### src/rtl/updown_counter.sv
// Loadable up/down counter with programmable top value, wrap/saturate boundary
// handling, a terminal-count pulse and a sticky overflow flag. The optional
// count prescaler is compiled in with UPDOWN_COUNTER_PRESCALE_EN.
module updown_counter #(
    parameter int              WIDTH     = 8,
    parameter longint unsigned MAX_VAL   = (64'd1 << WIDTH) - 64'd1,
`ifdef UPDOWN_COUNTER_PRESCALE_EN
    parameter int              PRESCALE  = 4,
`endif
    parameter longint unsigned RESET_VAL = 64'd0
) (
    input  logic             clk,
    input  logic             rstb,
    input  logic             clr,
    input  logic             load,
    input  logic [WIDTH-1:0] data,
    input  logic             en,
    input  logic             up,
    input  logic             sat,
    output logic [WIDTH-1:0] out,
    output logic             tc,
    output logic             ovf
);

    if (WIDTH < 1 || WIDTH > 32) begin : g_bad_width
        $error("updown_counter: WIDTH must be 1..32");
    end
    if (MAX_VAL == 64'd0 || MAX_VAL > ((64'd1 << WIDTH) - 64'd1)) begin : g_bad_max
        $error("updown_counter: MAX_VAL must be 1..2**WIDTH-1");
    end
    if (RESET_VAL > MAX_VAL) begin : g_bad_reset
        $error("updown_counter: RESET_VAL must not exceed MAX_VAL");
    end

    localparam logic [WIDTH-1:0] MAX_W = MAX_VAL[WIDTH-1:0];
    localparam logic [WIDTH-1:0] RST_W = RESET_VAL[WIDTH-1:0];
    localparam logic [WIDTH:0]   MAX_X = {1'b0, MAX_W};
    localparam logic [WIDTH:0]   ONE_X = {{WIDTH{1'b0}}, 1'b1};

    logic [WIDTH-1:0] out_q, out_d;
    logic             tc_q, tc_d;
    logic             ovf_q, ovf_d;
    logic             step_s;
    logic [WIDTH:0]   out_x_s, inc_s, dec_s, data_x_s;
    logic             at_top_s, at_bot_s;

`ifdef UPDOWN_COUNTER_PRESCALE_EN
    if (PRESCALE < 1) begin : g_bad_prescale
        $error("updown_counter: PRESCALE must be at least 1");
    end

    localparam int              PS_W    = (PRESCALE > 1) ? $clog2(PRESCALE) : 1;
    localparam logic [PS_W-1:0] PS_LAST = PS_W'(PRESCALE - 1);

    logic [PS_W-1:0] ps_q, ps_d;

    // Prescale phase: advances only on en cycles that win priority; clr/load restart it.
    always_comb begin
        ps_d = ps_q;
        if (clr || load) begin
            ps_d = {PS_W{1'b0}};
        end else if (en) begin
            ps_d = (ps_q == PS_LAST) ? {PS_W{1'b0}} : ps_q + PS_W'(1);
        end else begin
            ps_d = ps_q;
        end
    end

    // Prescale phase register.
    always_ff @(posedge clk or negedge rstb) begin
        if (!rstb) begin
            ps_q <= {PS_W{1'b0}};
        end else begin
            ps_q <= ps_d;
        end
    end

    assign step_s = en && (ps_q == PS_LAST);
`else
    assign step_s = en;
`endif

    // Extra top bit keeps the increment from aliasing when MAX_VAL is all ones.
    assign out_x_s  = {1'b0, out_q};
    assign data_x_s = {1'b0, data};
    assign inc_s    = out_x_s + ONE_X;
    assign dec_s    = out_x_s - ONE_X;
    assign at_top_s = (out_x_s >= MAX_X);
    assign at_bot_s = (out_q == {WIDTH{1'b0}});

    // Next-state: clr > load > counting step; tc is cleared unless a boundary is hit.
    always_comb begin
        out_d = out_q;
        tc_d  = 1'b0;
        ovf_d = ovf_q;
        if (clr) begin
            out_d = RST_W;
            ovf_d = 1'b0;
        end else if (load) begin
            out_d = (data_x_s > MAX_X) ? MAX_W : data;
        end else if (step_s) begin
            if (up) begin
                if (at_top_s) begin
                    tc_d  = 1'b1;
                    ovf_d = 1'b1;
                    out_d = sat ? out_q : {WIDTH{1'b0}};
                end else begin
                    out_d = inc_s[WIDTH-1:0];
                end
            end else begin
                if (at_bot_s) begin
                    tc_d  = 1'b1;
                    ovf_d = 1'b1;
                    out_d = sat ? out_q : MAX_W;
                end else begin
                    out_d = dec_s[WIDTH-1:0];
                end
            end
        end else begin
            out_d = out_q;
        end
    end

    // State and output registers.
    always_ff @(posedge clk or negedge rstb) begin
        if (!rstb) begin
            out_q <= RST_W;
            tc_q  <= 1'b0;
            ovf_q <= 1'b0;
        end else begin
            out_q <= out_d;
            tc_q  <= tc_d;
            ovf_q <= ovf_d;
        end
    end

    assign out = out_q;
    assign tc  = tc_q;
    assign ovf = ovf_q;

endmodule

### config.mk
export PLATFORM = sky130hd
export DESIGN_NAME = updown_counter
export DESIGN_NICKNAME = d
export VERILOG_FILES = /design/src/rtl/updown_counter.sv
export SDC_FILE = /design/constraint.sdc
export NUM_CORES = 1
export LEC_CHECK = 0
export CAP_MARGIN = 10
export CORE_MARGIN = 2
export CORE_UTILIZATION = 60
export DETAILED_ROUTE_END_ITERATION = 6
export DONT_BUFFER_PORTS = 1
export GPL_TIMING_DRIVEN = 1
export PLACE_DENSITY = 0.79
export SYNTH_ARGS = -nofsm -noshare
export SYNTH_HDL_FRONTEND = slang
export SYNTH_SLANG_ARGS = --single-unit
### constraint.sdc
create_clock -name clk -period 2.9 [get_ports clk]
set_clock_uncertainty 0.05 [all_clocks]
set_input_delay 0.87 -clock clk [delete_from_list [all_inputs] [get_ports clk]]
set_output_delay 0.87 -clock clk [all_outputs]
set_load 0.02 [all_outputs]
; ---- Word-level counts from Yosys, hierarchy flattened
; Cells that the tools add are included.
; W data, S select, Z words.
[word_totals]
register_bits = 10
latchBits = 0
mem_bits_rw = 0
rom_bits = 0
word_cells = 38
memories = 0
[op_classes]
add_sub_neg = 2
n_mul = 0
div_mod_pow = 0
order_cmp = 2
n_eq_ne = 4
n_shift = 0
mux = 21
bitwise_logic = 0
reduce_logical = 6
[ops]
columns = op, n
row1 = $mux W8, 9
row2 = $mux W1, 12
row3 = $ne A5 B5 Y1 const B, 2
row4 = $add A8 B1 Y8 const B, 1
row5 = $ge A8 B8 Y1 const B, 1
row6 = $gt A8 B8 Y1 const B, 1
row7 = $logic_not A8 Y1, 1
row8 = $sub A8 B1 Y8 const B, 1
row9 = $reduce_bool A3 Y1, 2
row10 = $reduce_and A4 Y1, 1
row11 = $ne A3 B2 Y1 const B, 1
row12 = $reduce_and A3 Y1, 1
row13 = $ne A2 B2 Y1 const B, 1
row14 = $reduce_bool A2 Y1, 1

; ---- Logic depth before layout (Yosys ltp)
[depth]
word_depth = 6
depth_mapped = 7
ltp_nobuf = 7

; ---- Least setup slack after synthesis
; No wires, ideal clock.
[synth_path]
path_type = register to register
start = reg out_q[0] (netlist: out[0])
end = reg out_q[5] (netlist: out[5])
setup_ns = 0.122
arrival_ns = 2.029
setup_slack_ns = 0.699
path_stages_with_launch = 8
path_buffers = 0
synth_period_minus_slack_ns = 2.201
path_cell_list = dfrtp_1 inv_1 ha_1 nor4b_4 o21ai_0 or3b_1 a311o_1 o2111a_1
[synth_via]
elab_chain_cells = 6
word_cells_on_any_way = 13
cone_classes = add/sub: 2 / order compare: 1 / eq/ne: 2 / mux: 6 / reduce/logical: 2
[synth_rtl]
columns = item, line_no
row1 = from (decl), 40  ; logic [WIDTH-1:0] out_q, out_d;
row2 = from (signal assigned), 131  ; out_q <= out_d;
row3 = "$sub A8 B1 Y8, or another cell as far along", 87  ; assign dec_s = out_x_s - ONE_X;
row4 = $mux W8 (on tied branches), "111, 103"
row5 = $mux W8, 102  ; if (up) begin
row6 = $mux W8, 101  ; end else if (step_s) begin
row7 = $mux W8, 99  ; end else if (load) begin
row8 = $mux W8, 96  ; if (clr) begin
; Parallel ways exist; a longest one is shown, timed or not. The select of a mux whose other input is x is not followed.
; A chain may end at the register's enable or synchronous reset.

; ---- Worst setup path in the final report
[layout_path]
start = reg out_q[0] (netlist: out[0])
end = reg out_q[3] (netlist: out[3])
; The elaborated chain is that of the path after synthesis.

==> impl_metrics.xml <==
<?xml version="1.0" encoding="UTF-8"?>
<metrics>
  <group name="status">
    <metric name="status" unit="">finished clean</metric>
  </group>
  <group name="worst_setup_path">
    <metric name="reg2reg_slack" unit="ns">0.45</metric>
    <metric name="max_stage_delay" unit="ns">0.52</metric>
    <metric name="buf_inv_stages_crit_path" unit="">1</metric>
    <metric name="timing.critical_path.arrival" unit="ns">2.55</metric>
    <metric name="crit_path_end_kind" unit="">flop</metric>
    <metric name="timing.critical_path.max_delay_family" unit="">compound AO/OA/AOI/OAI gates</metric>
    <metric name="crit_chain" unit="">inv_1, ha_1, nor4b_4, a211oi_1, o22ai_1, a311oi_1, a2111oi_1</metric>
    <metric name="worstPathMaxFanout" unit="">8</metric>
    <metric name="slowest_stage" unit="">sky130_fd_sc_hd__dfrtp_1</metric>
    <metric name="start_kind" unit="">flop</metric>
    <metric name="worstPathRequired" unit="ns">3.00</metric>
    <metric name="timing.setup.critical_path_class" unit="">flop to flop</metric>
  </group>
  <group name="placed_design">
    <metric name="dp_cells" unit="">129</metric>
    <metric name="post-place-ws" unit="ns">0.483</metric>
    <metric name="cell_area_after_placement" unit="um^2">1000</metric>
    <metric name="detailed_place_hpwl" unit="mm">1.93</metric>
    <metric name="globalplace.congestion" unit="">0.859</metric>
    <metric name="count_of_buffers_inserted_at_the_top_level_ports" unit="">0</metric>
  </group>
  <group name="logic_synthesis">
    <metric name="synth.yosys.seq_area_share" unit="">0.247</metric>
    <metric name="synth.net_count" unit="">137</metric>
    <metric name="synth_async_sr_flop_share" unit="">1.00</metric>
    <metric name="yosysTopAreaCellShare" unit="">0.247</metric>
    <metric name="synth-edff-count" unit="">0</metric>
    <metric name="yosys_warnings" unit="">0</metric>
    <metric name="postSynthAreaPerCell" unit="um^2">8.51</metric>
    <metric name="syn_area" unit="um^2">1010</metric>
    <metric name="synth.lib_cells_used.distinct" unit="">51</metric>
    <metric name="synth_top_cells_by_area" unit="">sky130_fd_sc_hd__dfrtp_1 25%, sky130_fd_sc_hd__a211oi_1 4.4%, sky130_fd_sc_hd__ha_1 3.7%, sky130_fd_sc_hd__nand2_1 3.7%, sky130_fd_sc_hd__nor2_1 3.7%</metric>
    <metric name="most_area_hungry_cell_type_in_the_yosys_netlist" unit="">sky130_fd_sc_hd__dfrtp_1</metric>
    <metric name="syn_inst" unit="">119</metric>
    <metric name="synth_ff_type" unit="">sky130_fd_sc_hd__dfrtp_1</metric>
    <metric name="synth_seq_cells" unit="">10</metric>
  </group>
  <group name="grt">
    <metric name="antenna_found_initial" unit="">0</metric>
    <metric name="grt_pass1_vias" unit="">851</metric>
    <metric name="globalRouteOverflowTotal" unit="">0</metric>
    <metric name="groute.layer.met1.usage" unit="">0.406</metric>
    <metric name="grt_util_met3" unit="">0.0840</metric>
    <metric name="grt.total_usage" unit="">0.286</metric>
    <metric name="largest_net_degree_at_the_start_of_global_routing" unit="">15</metric>
    <metric name="first_pass_grt_wire_length" unit="mm">4.13</metric>
    <metric name="grt_util_met2" unit="">0.426</metric>
    <metric name="global_route.peak_usage_layer" unit="">met2</metric>
  </group>
  <group name="timing">
    <metric name="max_slew_margin" unit="">0.597</metric>
    <metric name="timing.setup.tns" unit="ns">0</metric>
    <metric name="fin_crit" unit="ns">2.45</metric>
    <metric name="maxClockFrequency" unit="GHz">0.408</metric>
    <metric name="timing.final.max_slew_violations" unit="">0</metric>
    <metric name="rsz_0062_raised_after_global_routing" unit="">no</metric>
    <metric name="min_period_over_period" unit="">0.846</metric>
    <metric name="worst_slew_pin_slew" unit="ns">0.605</metric>
    <metric name="setup_ws" unit="ns">0.447</metric>
    <metric name="setup_viol" unit="">0</metric>
    <metric name="finalHoldViolCount" unit="">0</metric>
  </group>
  <group name="clocking">
    <metric name="clock_pin_transition_on_the_worst_setup_and_hold_timing_paths" unit="ns">0.07</metric>
    <metric name="post_cts_resize_count" unit="">0</metric>
    <metric name="cts_sinks" unit="">10</metric>
    <metric name="clock_latency" unit="ns">0.28</metric>
    <metric name="cts-root-buf" unit="">sky130_fd_sc_hd__clkbuf_4</metric>
    <metric name="cts_hold_buffers" unit="">0</metric>
    <metric name="h-tree-depth" unit="">1</metric>
    <metric name="number_of_setup_buffers_added_after_cts" unit="">0</metric>
    <metric name="cts_inserted_buffers" unit="">3</metric>
    <metric name="cts_tree" unit="">built</metric>
    <metric name="cts.path.max_buffers" unit="">2</metric>
  </group>
  <group name="routing">
    <metric name="num_vias" unit="">964</metric>
    <metric name="remaining_drc_errors" unit="">0</metric>
    <metric name="detail_route.vias_per_cell" unit="">7.25</metric>
    <metric name="detail_route.iter0.violations" unit="">44</metric>
    <metric name="route.antenna.remaining_nets" unit="">0</metric>
    <metric name="drt-total-wl" unit="mm">2.51</metric>
    <metric name="drt_pre_antenna_iters" unit="">4</metric>
    <metric name="route.detailed.wl_per_inst" unit="um">18.9</metric>
  </group>
  <group name="layout">
    <metric name="post_layout_net_count" unit="">136</metric>
    <metric name="multi_input_area" unit="um^2">697</metric>
    <metric name="final_layout_size_suffix_gt1_frac" unit="">0.154</metric>
    <metric name="diodes" unit="">0</metric>
    <metric name="filler_cell_count" unit="">122</metric>
    <metric name="sequential_cell_area" unit="um^2">250</metric>
    <metric name="summed_area_of_non_filler_cells_in_the_final_layout" unit="um^2">1040</metric>
    <metric name="final_cell_mix" unit="">10 x sky130_fd_sc_hd__nand2_1, 10 x sky130_fd_sc_hd__nor2_1, 10 x sky130_fd_sc_hd__dfrtp_1</metric>
    <metric name="syn2layout_area_growth" unit="%">2.47</metric>
    <metric name="final_cells" unit="">133</metric>
  </group>
  <group name="worst_hold_path">
    <metric name="hold_path_class" unit="">input port to async pin</metric>
  </group>
  <group name="floorplan">
    <metric name="dieHeight" unit="um">45.1</metric>
    <metric name="initial_core_util" unit="">0.657</metric>
    <metric name="dieArea" unit="um^2">2030</metric>
    <metric name="floorplan.rows" unit="">14</metric>
    <metric name="core_area" unit="um^2">1540</metric>
    <metric name="top_level_ports" unit="">25</metric>
    <metric name="die_x" unit="um">45.1</metric>
  </group>
  <group name="pwr">
    <metric name="leakage" unit="uW">0.000408</metric>
    <metric name="ir_worst_vdd" unit="uV">316</metric>
    <metric name="design_power_total" unit="uW">440</metric>
    <metric name="pwr_density_cell" unit="nW/um^2">424</metric>
  </group>
  <group name="flow_run">
    <metric name="max_cap_violations" unit="">0</metric>
  </group>
</metrics>
==> routing by layer <==
metal,vias up,routed length (um)
met5,-,0
met2,40,1210
met3,6,182
met1,458,1090
li1,460,-
met4,0,34
==> where the power goes <==
group	switching (uW)	internal (uW)
Sequential	42.7	149
Clock	53.1	76.5
Combinational	61.3	57.5
==> worst register-to-register path, cell delays in order, from the launching register on <==
cell	delay [ns]
sky130_fd_sc_hd__dfrtp_1	0.52
sky130_fd_sc_hd__inv_1	0.24
sky130_fd_sc_hd__ha_1	0.21
sky130_fd_sc_hd__nor4b_4	0.40
sky130_fd_sc_hd__a211oi_1	0.14
sky130_fd_sc_hd__o22ai_1	0.23
sky130_fd_sc_hd__a311oi_1	0.14
sky130_fd_sc_hd__a2111oi_1	0.40
==> cell families after synthesis <==
family          synth area share
mux                       0.0111
flops                      0.247
buf+inv                   0.0643
xor+xnor                  0.0173
compound gates             0.362
fa+ha+maj                 0.0371
simple gates               0.261
==> final cells by class <==
| type | instances | area share |
|---|---|---|
| Timing Repair Buffer | 1 | 0.00724 |
| Inverter | 7 | 0.0253 |
| Multi-Input combinational cell | 95 | 0.672 |
| Tap cell | 16 | 0.0193 |
| Clock buffer | 4 | 0.0350 |
| Sequential cell | 10 | 0.241 |
==> cell usage after synthesis (2+ instances only) <==
| master | n |
|---|---|
| sky130_fd_sc_hd__a2111oi_1 | 2 |
| sky130_fd_sc_hd__xnor2_1 | 2 |
| sky130_fd_sc_hd__o22ai_1 | 2 |
| sky130_fd_sc_hd__nor3_1 | 4 |
| sky130_fd_sc_hd__and3_1 | 3 |
| sky130_fd_sc_hd__nand3_1 | 6 |
| sky130_fd_sc_hd__nand2b_1 | 3 |
| sky130_fd_sc_hd__a21oi_1 | 3 |
| sky130_fd_sc_hd__o21a_1 | 2 |
| sky130_fd_sc_hd__nand2_1 | 10 |
| sky130_fd_sc_hd__o21ai_0 | 5 |
| sky130_fd_sc_hd__a311oi_1 | 3 |
| sky130_fd_sc_hd__ha_1 | 3 |
| sky130_fd_sc_hd__nor2_1 | 10 |
| sky130_fd_sc_hd__a211oi_1 | 6 |
| sky130_fd_sc_hd__inv_1 | 7 |
| sky130_fd_sc_hd__a31oi_1 | 2 |
| sky130_fd_sc_hd__buf_2 | 4 |
| sky130_fd_sc_hd__dfrtp_1 | 10 |
==> metrics by stage <==
| step | util | hold WS [ns] |
|---|---|---|
| floorplan | - | 0.524 |
| global placement | 0.649 | 0.525 |
| detailed placement | 0.649 | 0.525 |
| CTS | 0.673 | 0.226 |
| global route | 0.673 | 0.216 |
| finish | 0.673 | 0.230 |
==> state kept, by name (all words and copies together) (netlist names) <==
register  flops
out           8
tc            1
ovf           1
==> worst paths after layout <==
kind | start | end | cells past startpoint
max in group asynchronous | rstb | out[1] | 0
worst max register to register | out[0] | out[3] | 7
worst max-delay path | out[0] | out[3] | 7
worst min register to register | ovf | ovf | 2
worst min-delay path | rstb | out[6] | 0
min in group clk | clr | ovf | 1
Note: power is estimated with default switching activity, not from simulation.
